## config.mk

```make
export PLATFORM = sky130hd
export DESIGN_NAME = mem_access_ctrl_flat
export DESIGN_NICKNAME = d
export VERILOG_FILES = /design/src/rtl/mem_access_ctrl_if.sv /design/src/rtl/mem_access_ctrl.sv /design/src/flat_wrapper.sv
export SDC_FILE = /design/constraint.sdc
export NUM_CORES = 1
export LEC_CHECK = 0
export ABC_CLOCK_PERIOD_IN_PS = 7900
export CAP_MARGIN = 20
export CORE_ASPECT_RATIO = 0.5
export CORE_UTILIZATION = 43
export CTS_CLUSTER_SIZE = 8
export DETAILED_ROUTE_END_ITERATION = 12
export PLACE_DENSITY = 0.85
export SLEW_MARGIN = 20
export SYNTH_ARGS = -nofsm -noshare
export SYNTH_HDL_FRONTEND = slang
export SYNTH_SLANG_ARGS = --single-unit
```

## constraint.sdc

```tcl
create_clock -name clock -period 7.9 [get_ports clock]
set_input_delay 1.58 -clock clock [delete_from_list [all_inputs] [get_ports clock]]
set_output_delay 1.58 -clock clock [all_outputs]
set_load 0.005 [all_outputs]
```

## src/rtl/mem_access_ctrl_if.sv

```systemverilog
// ---------------------------------------------------------------------------
// mem_access_ctrl_if
// Data-memory bus between the MEM-stage access controller and data memory.
//   mem_req   : request outstanding (controller -> memory)
//   mem_we    : request is a write (controller -> memory)
//   mem_addr  : word-aligned byte address (controller -> memory)
//   mem_wdata : store data (controller -> memory)
//   mem_ack   : memory completes the outstanding request (memory -> controller)
//   mem_err   : memory reports a bus error (memory -> controller)
//   mem_rdata : read data, valid with mem_ack (memory -> controller)
// ---------------------------------------------------------------------------
interface mem_access_ctrl_if;
  logic        mem_req;
  logic        mem_we;
  logic [31:0] mem_addr;
  logic [31:0] mem_wdata;
  logic        mem_ack;
  logic        mem_err;
  logic [31:0] mem_rdata;

  // The controller side issues requests and consumes responses
  modport master (
    output mem_req, mem_we, mem_addr, mem_wdata,
    input  mem_ack, mem_err, mem_rdata
  );

  // The memory side consumes requests and produces responses
  modport slave (
    input  mem_req, mem_we, mem_addr, mem_wdata,
    output mem_ack, mem_err, mem_rdata
  );
endinterface

```

## src/rtl/mem_access_ctrl.sv

```systemverilog
// ---------------------------------------------------------------------------
// mem_access_ctrl
// Turns the MEM-stage load/store of a pipelined CPU into a request/acknowledge
// transaction on the data-memory bus, freezing the pipeline while the access
// is in flight and trapping into a terminal error state on illegal accesses,
// bus errors or a memory that never answers.
//
// Ports
//   clock, reset     : rising-edge clock, asynchronous active-high reset
//   MEM_MEM_REN/WEN  : MEM-stage instruction is a load / store
//   MEM_ALUResult    : byte address of the access
//   MEM_D2           : store data
//   mem              : data-memory bus (master side)
//   pipe_stall       : freezes PC, IF_ID, ID_EX and EX_MEM
//   wb_bubble        : forces MEM_WB to capture a no-op
//   load_data        : captured read data
//   load_valid       : load_data belongs to the MEM-stage instruction now
//   err_flag         : sticky fault indicator
// ---------------------------------------------------------------------------
module mem_access_ctrl #(
  parameter int TIMEOUT = 16
) (
  input  logic              clock,
  input  logic              reset,
  input  logic              MEM_MEM_REN,
  input  logic              MEM_MEM_WEN,
  input  logic [31:0]       MEM_ALUResult,
  input  logic [31:0]       MEM_D2,
  mem_access_ctrl_if.master mem,
  output logic              pipe_stall,
  output logic              wb_bubble,
  output logic [31:0]       load_data,
  output logic              load_valid,
  output logic              err_flag
);

  typedef enum logic [1:0] {
    IDLE,
    REQ,
    DONE,
    ERR
  } state_t;

  // Last counter value tolerated in REQ; reaching it without an answer means
  // the access has spent TIMEOUT cycles waiting.
  localparam logic [7:0] TIMEOUT_LAST = 8'(TIMEOUT - 1);

  state_t     state;
  logic [7:0] timeout_count;

  logic access;
  logic misaligned;
  logic illegal;

  assign access     = MEM_MEM_REN | MEM_MEM_WEN;
  assign misaligned = MEM_ALUResult[1:0] != 2'b00;
  assign illegal    = (MEM_MEM_REN & MEM_MEM_WEN) | misaligned;

  // Main controller FSM. All bus outputs, load_data, load_valid and err_flag
  // are registered here. The bus request fields are cleared again whenever
  // REQ is left, so the bus reads all-zero outside an active access.
  always_ff @(posedge clock or posedge reset) begin
    if (reset) begin
      state         <= IDLE;
      timeout_count <= 8'd0;
      mem.mem_req   <= 1'b0;
      mem.mem_we    <= 1'b0;
      mem.mem_addr  <= 32'd0;
      mem.mem_wdata <= 32'd0;
      load_data     <= 32'd0;
      load_valid    <= 1'b0;
      err_flag      <= 1'b0;
    end else begin
      case (state)
        IDLE: begin
          load_valid <= 1'b0;
          if (access) begin
            if (illegal) begin
              state    <= ERR;
              err_flag <= 1'b1;
            end else begin
              mem.mem_req   <= 1'b1;
              mem.mem_we    <= MEM_MEM_WEN;
              mem.mem_addr  <= {MEM_ALUResult[31:2], 2'b00};
              mem.mem_wdata <= MEM_D2;
              timeout_count <= 8'd0;
              state         <= REQ;
            end
          end
        end

        REQ: begin
          // A bus error wins over a simultaneous acknowledge
          if (mem.mem_err) begin
            mem.mem_req   <= 1'b0;
            mem.mem_we    <= 1'b0;
            mem.mem_addr  <= 32'd0;
            mem.mem_wdata <= 32'd0;
            err_flag      <= 1'b1;
            state         <= ERR;
          end else if (mem.mem_ack) begin
            mem.mem_req   <= 1'b0;
            mem.mem_we    <= 1'b0;
            mem.mem_addr  <= 32'd0;
            mem.mem_wdata <= 32'd0;
            if (!mem.mem_we) begin
              load_data  <= mem.mem_rdata;
              load_valid <= 1'b1;
            end
            state <= DONE;
          end else if (timeout_count == TIMEOUT_LAST) begin
            mem.mem_req   <= 1'b0;
            mem.mem_we    <= 1'b0;
            mem.mem_addr  <= 32'd0;
            mem.mem_wdata <= 32'd0;
            err_flag      <= 1'b1;
            state         <= ERR;
          end else begin
            timeout_count <= timeout_count + 8'd1;
          end
        end

        // One-cycle release so the pipeline advances on this edge
        DONE: begin
          load_valid <= 1'b0;
          state      <= IDLE;
        end

        ERR: begin
          state <= ERR;
        end

        default: begin
          state <= IDLE;
        end
      endcase
    end
  end

  // Pipeline hold decode. In IDLE the stall follows the incoming access
  // combinationally so the instruction cannot slip past before the request
  // goes out; an illegal access is held as well since it lands in ERR.
  always_comb begin
    pipe_stall = 1'b0;
    case (state)
      IDLE:    pipe_stall = access;
      REQ:     pipe_stall = 1'b1;
      ERR:     pipe_stall = 1'b1;
      default: pipe_stall = 1'b0;
    endcase
  end

  assign wb_bubble = pipe_stall;

endmodule

```

## src/flat_wrapper.sv

```systemverilog
// flat-port wrapper written by rule: the top's interface ports become plain ports
module mem_access_ctrl_flat 
#(
  parameter int TIMEOUT = 16
)
  (clock, reset, MEM_MEM_REN, MEM_MEM_WEN, MEM_ALUResult, MEM_D2, pipe_stall, wb_bubble, load_data, load_valid, err_flag, mem_mem_req, mem_mem_we, mem_mem_addr, mem_mem_wdata, mem_mem_ack, mem_mem_err, mem_mem_rdata);
  mem_access_ctrl_if mem_i ();
  input  logic clock;
  input  logic reset;
  input  logic MEM_MEM_REN;
  input  logic MEM_MEM_WEN;
  input  logic [31:0] MEM_ALUResult;
  input  logic [31:0] MEM_D2;
  output logic pipe_stall;
  output logic wb_bubble;
  output logic [31:0] load_data;
  output logic load_valid;
  output logic err_flag;
  output wire logic [$bits(mem_i.mem_req)-1:0] mem_mem_req;
  output wire logic [$bits(mem_i.mem_we)-1:0] mem_mem_we;
  output wire logic [$bits(mem_i.mem_addr)-1:0] mem_mem_addr;
  output wire logic [$bits(mem_i.mem_wdata)-1:0] mem_mem_wdata;
  input wire logic [$bits(mem_i.mem_ack)-1:0] mem_mem_ack;
  input wire logic [$bits(mem_i.mem_err)-1:0] mem_mem_err;
  input wire logic [$bits(mem_i.mem_rdata)-1:0] mem_mem_rdata;
  assign mem_mem_req = mem_i.mem_req;
  assign mem_mem_we = mem_i.mem_we;
  assign mem_mem_addr = mem_i.mem_addr;
  assign mem_mem_wdata = mem_i.mem_wdata;
  assign mem_i.mem_ack = mem_mem_ack;
  assign mem_i.mem_err = mem_mem_err;
  assign mem_i.mem_rdata = mem_mem_rdata;
  mem_access_ctrl #(.TIMEOUT(TIMEOUT)) u_core (.clock(clock), .reset(reset), .MEM_MEM_REN(MEM_MEM_REN), .MEM_MEM_WEN(MEM_MEM_WEN), .MEM_ALUResult(MEM_ALUResult), .MEM_D2(MEM_D2), .mem(mem_i), .pipe_stall(pipe_stall), .wb_bubble(wb_bubble), .load_data(load_data), .load_valid(load_valid), .err_flag(err_flag));
endmodule
```

# Word-level counts from Yosys, hierarchy flattened

Cells that the tools add are included.

$add $sub $neg: 1
Equal/unequal tests: 15
Mux-type cells: 41
Bitwise operators: 5
Reductions and logical operators: 12

Operators with widths:

| operator              | count |
|---|---|
| $mux W32              | 7 |
| $pmux W32 S2          | 2 |
| $mux W8               | 5 |
| $pmux W8 S2           | 1 |
| $mux W1               | 15 |
| $ne A2 B2 Y1 const B  | 6 |
| $reduce_and A4 Y1     | 3 |
| $mux W2               | 5 |
| $pmux W1 S2           | 5 |
| $add A8 B1 Y8 const B | 1 |
| $eq A8 B4 Y1 const B  | 1 |
| $pmux W2 S4           | 1 |
| $reduce_and A6 Y1     | 1 |
| $reduce_bool A2 Y1    | 3 |
| $reduce_and A5 Y1     | 1 |
| $eq A2 B2 Y1 const B  | 2 |
| $ne A2 B1 Y1 const B  | 2 |
| $ne A4 B3 Y1 const B  | 1 |
| $reduce_or A2 Y1      | 2 |
| $ne A3 B2 Y1 const B  | 1 |
| $ne A3 B3 Y1 const B  | 1 |
| $eq A2 B1 Y1 const B  | 1 |
| $logic_not A2 Y1      | 1 |
| $not A1 Y1            | 2 |
| 3 further kinds       | 4 |

Bits in registers: 110
Input port bits: 102
Output and inout bits: 102
Word-level logic and storage cells: 83

# Logic depth before layout (Yosys ltp)

Gate-level depths: netlist of the first run.

Word-level depth: 5
Mapped depth: 6
Gate-level depth less buffers: 5

# Worst setup path after synthesis of the first run

No wires, ideal clock.

Path type: input -> output
From: input port MEM_MEM_WEN
To: output port wb_bubble
Arrival: 2.030 ns
Required time: 6.320 ns
Path slack: 4.290 ns
Cell stages on the path: 3
Path buffers: 1
Cell sequence: nor2_1 > o21ai_0 > buf_4

Longest elaborated chain between the ends: 2

RTL lines:

| element            | line                   | source |
|---|---|---|
| start: declaration | flat_wrapper.sv:11     | `input logic MEM_MEM_WEN;` |
| $or A1 B1 Y1       | mem_access_ctrl.sv:55  | `assign access = MEM_MEM_REN \| MEM_MEM_WEN;` |
| $pmux W1 S2        | mem_access_ctrl.sv:145 | `case (state)` |
| end: declaration   | flat_wrapper.sv:15     | `output logic wb_bubble;` |

No other way between the ends.

# Worst setup path in the final report of the first run

From: input port MEM_MEM_WEN
To: output port pipe_stall

Longest elaborated chain between the ends: 2

RTL lines:

| element          | line                   | source |
|---|---|---|
| $or A1 B1 Y1     | mem_access_ctrl.sv:55  |  |
| $pmux W1 S2      | mem_access_ctrl.sv:145 |  |
| end: declaration | flat_wrapper.sv:14     | `output logic pipe_stall;` |

No other way between the ends.

==> key figures, run 1 <==
Status
  – Status: finished, final reports clean

Routing
  – DR vias: about 3100
  – 1st-pass router iterations: 5
  – Final ANT Viol Nets: 0
  – Post-DR wirelength/cell: 18.63 um
  – Vias per cell: around 5.2
  – 1st-iter DRT viols: 153
  – DRT Wirelength: between 10000 and 15000 um
  – DRC Markers: 0

Timing
  – Fin crit share: between 50 and 60%
  – RSZ-0062 raised after global routing: no
  – Fmax: 214.4 MHz
  – Slew @ Worst Pin: between 0.9 and 1 ns
  – Final hold vios: 0
  – Min cycle time layout: approximately 4.7 ns
  – Final setup viols: 0
  – Worst Clk Skew: 0.006984 ns
  – Setup tns final: 0 ns
  – Max-slew violation count: 0
  – Relative slew slack: roughly a third
  – Final hold slack: ~0.47 ns

Clocking
  – CTS Buffer Depth: 2
  – Post-CTS setup buffers: 0
  – Clk_lat worst skew: 0.34 ns
  – Post_cts resized: 0
  – Root Driver: clkbuf_16
  – CTS sink count: around 110
  – Clock Pin Slew Worst Setup and Hold Paths: approximately 0.070 ns
  – CTS Hold Bufs: 0
  – Inserted Clock Buffers: 9
  – # H-tree levels: 3
  – CTS tree: done

Global route
  – Number of global-route vias before repair: 3239
  – GRT Residual Overflow: 0
  – Initial antenna violation count: 0
  – Largest net degree at the start of global routing: 79
  – Global-route wire length before repair: between 15000 and 20000 um
  – Gr usage total: a little under a quarter

Critical path
  – RR Endpoint: u_core.timeout_count[2]
  – Most frequent CP cell: clkdlybuf4s50_1
  – Reg2Reg Depth: 5
  – Slowest cell on crit path: clkdlybuf4s50_1
  – Max incr delay on CP: 0.58 ns
  – Kind of cell adding the most delay to the critical path: buffers and inverters
  – Reg2Reg Setup Slack: a little over 5 ns
  – Buf/Inv on CP: 2
  – Worst Setup End Kind: output port
  – Cell Chain, Critical Path: clkdlybuf4s50_1, nor2_1, o21ai_0, clkdlybuf4s50_1
  – CP Data Arrival Time: between 3 and 4 ns
  – CP Data Required Time: 6.32 ns
  – Max FO, Critical Path: 5
  – Worst reg2reg startpoint: u_core.state[1]
  – Worst Setup Start Kind: input port
  – CP Class: in -> out

Die
  – Die area: roughly 0.01 mm2
  – I/O pin count: approximately 200
  – DIE WIDTH: 140.6 um
  – Die Ht: just over 70 um
  – Std cell rows: 24
  – Core Area: 0.009009 mm2
  – Initial Utilization: between 40% and 50%

Hold path
  – Worst hold path class: reg -> reg
  – Hold EP: u_core.err_flag
  – Hold depth: 1
  – Start point of the worst hold path: u_core.err_flag

Finish
  – Fillers: 615
  – Net count, final: 586
  – ANT cells: 0
  – Layout cell share with drive strength beyond 1: between 10% and 20%
  – Sequential cell area: 0.002703 mm2
  – Area of the multi-input gates: roughly 0.0013 mm2
  – Area Overhead vs Synth: 56.92%

Synth
  – Seq/Total Area, Yosys: between 60% and 70%
  – Synth Flop Type: dfrtp_1
  – Share of flip-flops with an asynchronous set or reset: 100.0%
  – Number of distinct library cells after synthesis: 37
  – YS warnings: 0
  – #FFs+latches synth: between 100 and 150
  – Post-synthesis cell area: 0.004130 mm2
  – Post-Syn Instances: 286
  – Synth Area per Inst: between 10 and 15 um2
  – Post-synth EDFFs: 0

Placement
  – Port-buffer cells: 201
  – DP HPWL: 8011 um
  – Placer Congestion: between 0.7 and 0.8

Power and ir drop
  – Maximum vdd drop: 0.1614 mV
  – PwrDens: around 270 mW/mm2
  – Leak: 0.002836 uW

Run
  – Max cap viols: 0
[layout by cell type, fill, tap and decap left out, drive strengths merged, types with 4 or more instances in the layout]
master / n
dfrtp: 108
clkinvlp: 4
a21oi: 5
nand2: 7
clkdlybuf4s50: 201
a22o: 63
nor2: 6
o21ai: 5
clkbuf: 9
buf: 4
a21o: 4
mux2: 32
[cells in the mapped netlist (3+ instances only)]
master | count | area, um2
a21o_1 | 4 | 30.03
a21oi_1 | 5 | 25.02
a22o_1 | 63 | 551.8
buf_2 | 16 | 80.08
buf_4 | 3 | 22.52
dfrtp_1 | 108 | 2703
inv_1 | 3 | 11.26
mux2_2 | 32 | 360.4
nand2_1 | 7 | 26.28
nand3_1 | 3 | 15.01
nor2_1 | 6 | 22.52
nor3_1 | 3 | 15.01
o21ai_0 | 4 | 20.02
or3_1 | 3 | 18.77
[layer usage]
metal,vias up,track usage [%],routed length (um),share of wire (%)
li1,1459,-,-,-
met1,1560,28.50,4583,41
met2,98,39.41,5840,52
met3,28,4.813,441,3.9
met4,0,10.39,348,3.1
met5,-,0,0,0
[worst max-delay path by stage]
stage / depth (start not counted) / endpoint / start
after floorplan: 1 / u_core.err_flag / reset
after global placement: 4 / wb_bubble / MEM_MEM_WEN
after detailed placement: 4 / wb_bubble / MEM_MEM_WEN
after CTS: 4 / wb_bubble / MEM_MEM_WEN
after global routing: 4 / wb_bubble / MEM_MEM_WEN
final: 4 / pipe_stall / MEM_MEM_WEN
[where the power goes]
| part | total [uW] | switching, uW | internal, uW |
|---|---|---|---|
| clock network | 403 | 195 | 209 |
| registers | 773 | 84.6 | 688 |
| logic | 603 | 224 | 379 |
| total | 1780 | 503 | 1280 |
[registers in the layout, summed over array words and instances (netlist names)]
signal,cells
u_core.load_valid,1
u_core.load_data,32
u_core.timeout_count,8
u_core.err_flag,1
u_core.state,2
u_core.mem.mem_req,1
u_core.mem.mem_wdata,32
u_core.mem.mem_we,1
u_core.mem.mem_addr,30
[cells by family after synthesis]
family | count (synthesis) | share of synthesized area (%)
AO/OA/AOI/OAI | 86 | 17.45
AND/OR/NAND/NOR | 33 | 4.514
buffers and inverters | 23 | 3.029
other | 1 | 0.09079
XOR/XNOR | 1 | 0.2121
multiplexers | 33 | 8.967
flip-flops | 108 | 65.43
adder cells (fa/ha/maj) | 1 | 0.3029
[worst register-to-register path, stage by stage (launching register included)]
cell	delay [ns]
dfrtp_1	0.44
or3_1	0.43
nor3_2	0.58
buf_4	0.63
nor2b_4	0.15
a221o_1	0.37
[stage by stage]
| step | utilization, % | setup WS [ns] | total power [uW] | instance area (um2) | std cells |
|---|---|---|---|---|---|
| floorplan | - | 3.474 | 1027 | 4134 | 287 |
| global placement | 69.11 | 3.316 | 1373 | 6226 | 589 |
| detailed placement | 69.11 | 3.250 | 1390 | 6226 | 589 |
| CTS | 71.94 | 3.244 | 1796 | 6481 | 602 |
| global route | 71.94 | 3.171 | 1870 | 6481 | 602 |
| finish | 71.94 | 3.237 | 1780 | 6481 | 602 |
[final cells by class]
type	count	share of cell area [%]
repair buffers	205	31.51
multi-input cells	156	20.39
well taps	117	2.259
flip-flops and latches	108	41.70
inverters	3	0.2124
clock inverters	4	0.4633
clock buffers	9	3.475
Note: power is estimated with default switching activity, not from simulation.
==> run 2, diff against run 1 <==
--- a/config.mk
+++ b/config.mk
@@ -5,13 +5,13 @@
 export SDC_FILE = /design/constraint.sdc
 export NUM_CORES = 1
 export LEC_CHECK = 0
-export ABC_CLOCK_PERIOD_IN_PS = 7900
+export ABC_CLOCK_PERIOD_IN_PS = 4500
 export CAP_MARGIN = 20
 export CORE_ASPECT_RATIO = 0.5
-export CORE_UTILIZATION = 43
+export CORE_UTILIZATION = 40
 export CTS_CLUSTER_SIZE = 8
 export DETAILED_ROUTE_END_ITERATION = 12
-export PLACE_DENSITY = 0.85
+export PLACE_DENSITY = 0.8
 export SLEW_MARGIN = 20
 export SYNTH_ARGS = -nofsm -noshare
 export SYNTH_HDL_FRONTEND = slang
==> constraint.sdc (replaced) <==
create_clock -name clock -period 4.5 [get_ports clock]
set_input_delay 0.9 -clock clock [delete_from_list [all_inputs] [get_ports clock]]
set_output_delay 0.9 -clock clock [all_outputs]
set_load 0.005 [all_outputs]
==> key figures, run 2 (synthesis results as in run 1) <==
Timing
  – Slew @ Worst Pin: 0.9682 ns
  – Min cycle time layout: approximately 3.3 ns
  – Setup tns final: 0 ns
  – Max-slew violation count: 0
  – Final hold slack: a little under 0.5 ns
  – Final hold vios: 0
  – RSZ-0062 raised after global routing: no
  – Fmax: ~300 MHz
  – Worst Clk Skew: between 0.007 and 0.008 ns
  – Fin crit share: between 70% and 80%
  – Relative slew slack: about a third
  – Final setup viols: 0

Clocking
  – Root Driver: clkbuf_16
  – CTS Hold Bufs: 0
  – CTS tree: done
  – Clock Pin Slew Worst Setup and Hold Paths: approximately 0.07 ns
  – # H-tree levels: 3
  – Clk_lat worst skew: 0.34 ns
  – CTS Buffer Depth: 2
  – Inserted Clock Buffers: 9
  – Post_cts resized: 0
  – Post-CTS setup buffers: 0
  – CTS sink count: ~110

Critical path
  – Most frequent CP cell: clkdlybuf4s50_1
  – Slowest cell on crit path: clkdlybuf4s50_1
  – CP Class: in -> out
  – Reg2Reg Depth: 5
  – Cell Chain, Critical Path: clkdlybuf4s50_1, nor2_1, o21ai_0, clkdlybuf4s50_1
  – Worst Setup End Kind: output port
  – Worst Setup Start Kind: input port
  – Max FO, Critical Path: 5
  – Max incr delay on CP: 0.59 ns
  – CP Data Arrival Time: between 2 and 2.5 ns
  – Reg2Reg Setup Slack: 2.15 ns
  – CP Data Required Time: roughly 3.6 ns

Routing
  – Post-DR wirelength/cell: ~18 um
  – DRC Markers: 0
  – Final ANT Viol Nets: 0
  – 1st-iter DRT viols: ~170
  – 1st-pass router iterations: 4
  – DRT Wirelength: 11020 um
  – DR vias: ~3200
  – Vias per cell: a little over 5

Power and ir drop
  – Leak: between 0.002 and 0.003 uW
  – Maximum vdd drop: between 0.2 and 0.3 mV
  – PwrDens: 489.9 mW/mm2

Global route
  – Largest net degree at the start of global routing: just over 80
  – Gr usage total: about a fifth
  – Number of global-route vias before repair: between 3000 and 4000
  – GRT Residual Overflow: 0
  – Global-route wire length before repair: 16590 um
  – Initial antenna violation count: 0

Hold path
  – Worst hold path class: reg -> reg
  – Hold depth: 1

Die
  – Core Area: slightly below 0.01 mm2
  – Die area: between 0.01 and 0.015 mm2
  – Die Ht: between 70 and 80 um
  – DIE WIDTH: ~150 um
  – I/O pin count: 204
  – Std cell rows: 25
  – Initial Utilization: 42.46%

Status
  – Status: finished, final reports clean

Finish
  – Final core area utilization: a little under 70%
  – Finished Cell Area: between 0.006 and 0.007 mm2
  – Most frequent cells in the layout: clkdlybuf4s50_1, dfrtp_1, a22o_1
  – Area Overhead vs Synth: 58.77%
  – Net count, final: just under 600
  – Most common cell after layout, fill and taps aside: clkdlybuf4s50_1
  – ANT cells: 0
  – Top Registers: u_core.load_data (32), u_core.mem.mem_wdata (32), u_core.mem.mem_addr (30)
  – Layout cell share with drive strength beyond 1: between 10 and 15%

Placement
  – Placer Congestion: slightly above 0.8
  – DP Area: approximately 0.0063 mm2
  – Port-buffer cells: 201
  – DP HPWL: 7887 um

Run
  – Max cap viols: 0
-- run 2: worst max-delay path: cells and delay by family --
family | cells | cell delay (ns)
buffers and inverters | 2 | 1.16
AND/OR/NAND/NOR | 1 | 0.08
AO/OA/AOI/OAI | 1 | 0.29
-- run 2: cell type report --
cell class | count | area (um2)
clock buffer | 9 | 225.2
clock inverter | 7 | 73.82
timing repair buffer | 206 | 2049
multi-input combinational | 156 | 1321
sequential | 108 | 2703
inverter | 3 | 16.27
tap | 135 | 168.9
fill | 741 | 3171
-- run 2: routing by layer --
| layer | track usage, % | vias to the layer above | part of all wire [%] |
|---|---|---|---|
| met5 | 0 | - | 0 |
| met4 | 6.433 | 0 | 1.4 |
| met3 | 4.658 | 14 | 4.5 |
| met2 | 36.42 | 99 | 53 |
| met1 | 24.14 | 1639 | 41 |
| li1 | - | 1458 | - |
-- run 2: per-stage QoR --
step           instances  worst slack (ns)  total power (uW)
6_report             624             1.173              3212
3_5_place_dp         608             1.193              2438
4_1_cts              624             1.183              3240
5_1_grt              624             1.120              3364
2_1_floorplan        287            0.7544              1803
3_3_place_gp         608             1.269              2409
-- run 2: power by group --
part	internal, uW	leakage (uW)	switching (uW)
Combinational	667	0.00131	390
Sequential	1210	0.00142	153
Clock	435	0.000146	360
Total	2310	0.00288	902
-- run 2: worst paths after layout --
| path | from | to |
|---|---|---|
| hold reg to reg | u_core.err_flag | u_core.err_flag |
| setup / recovery | MEM_MEM_WEN | pipe_stall |
| min in group asynchronous | reset | u_core.mem.mem_wdata[22] |
| hold / removal | u_core.err_flag | u_core.err_flag |
| max in group asynchronous | reset | u_core.mem.mem_addr[26] |
| setup reg to reg | u_core.state[1] | u_core.mem.mem_wdata[0] |
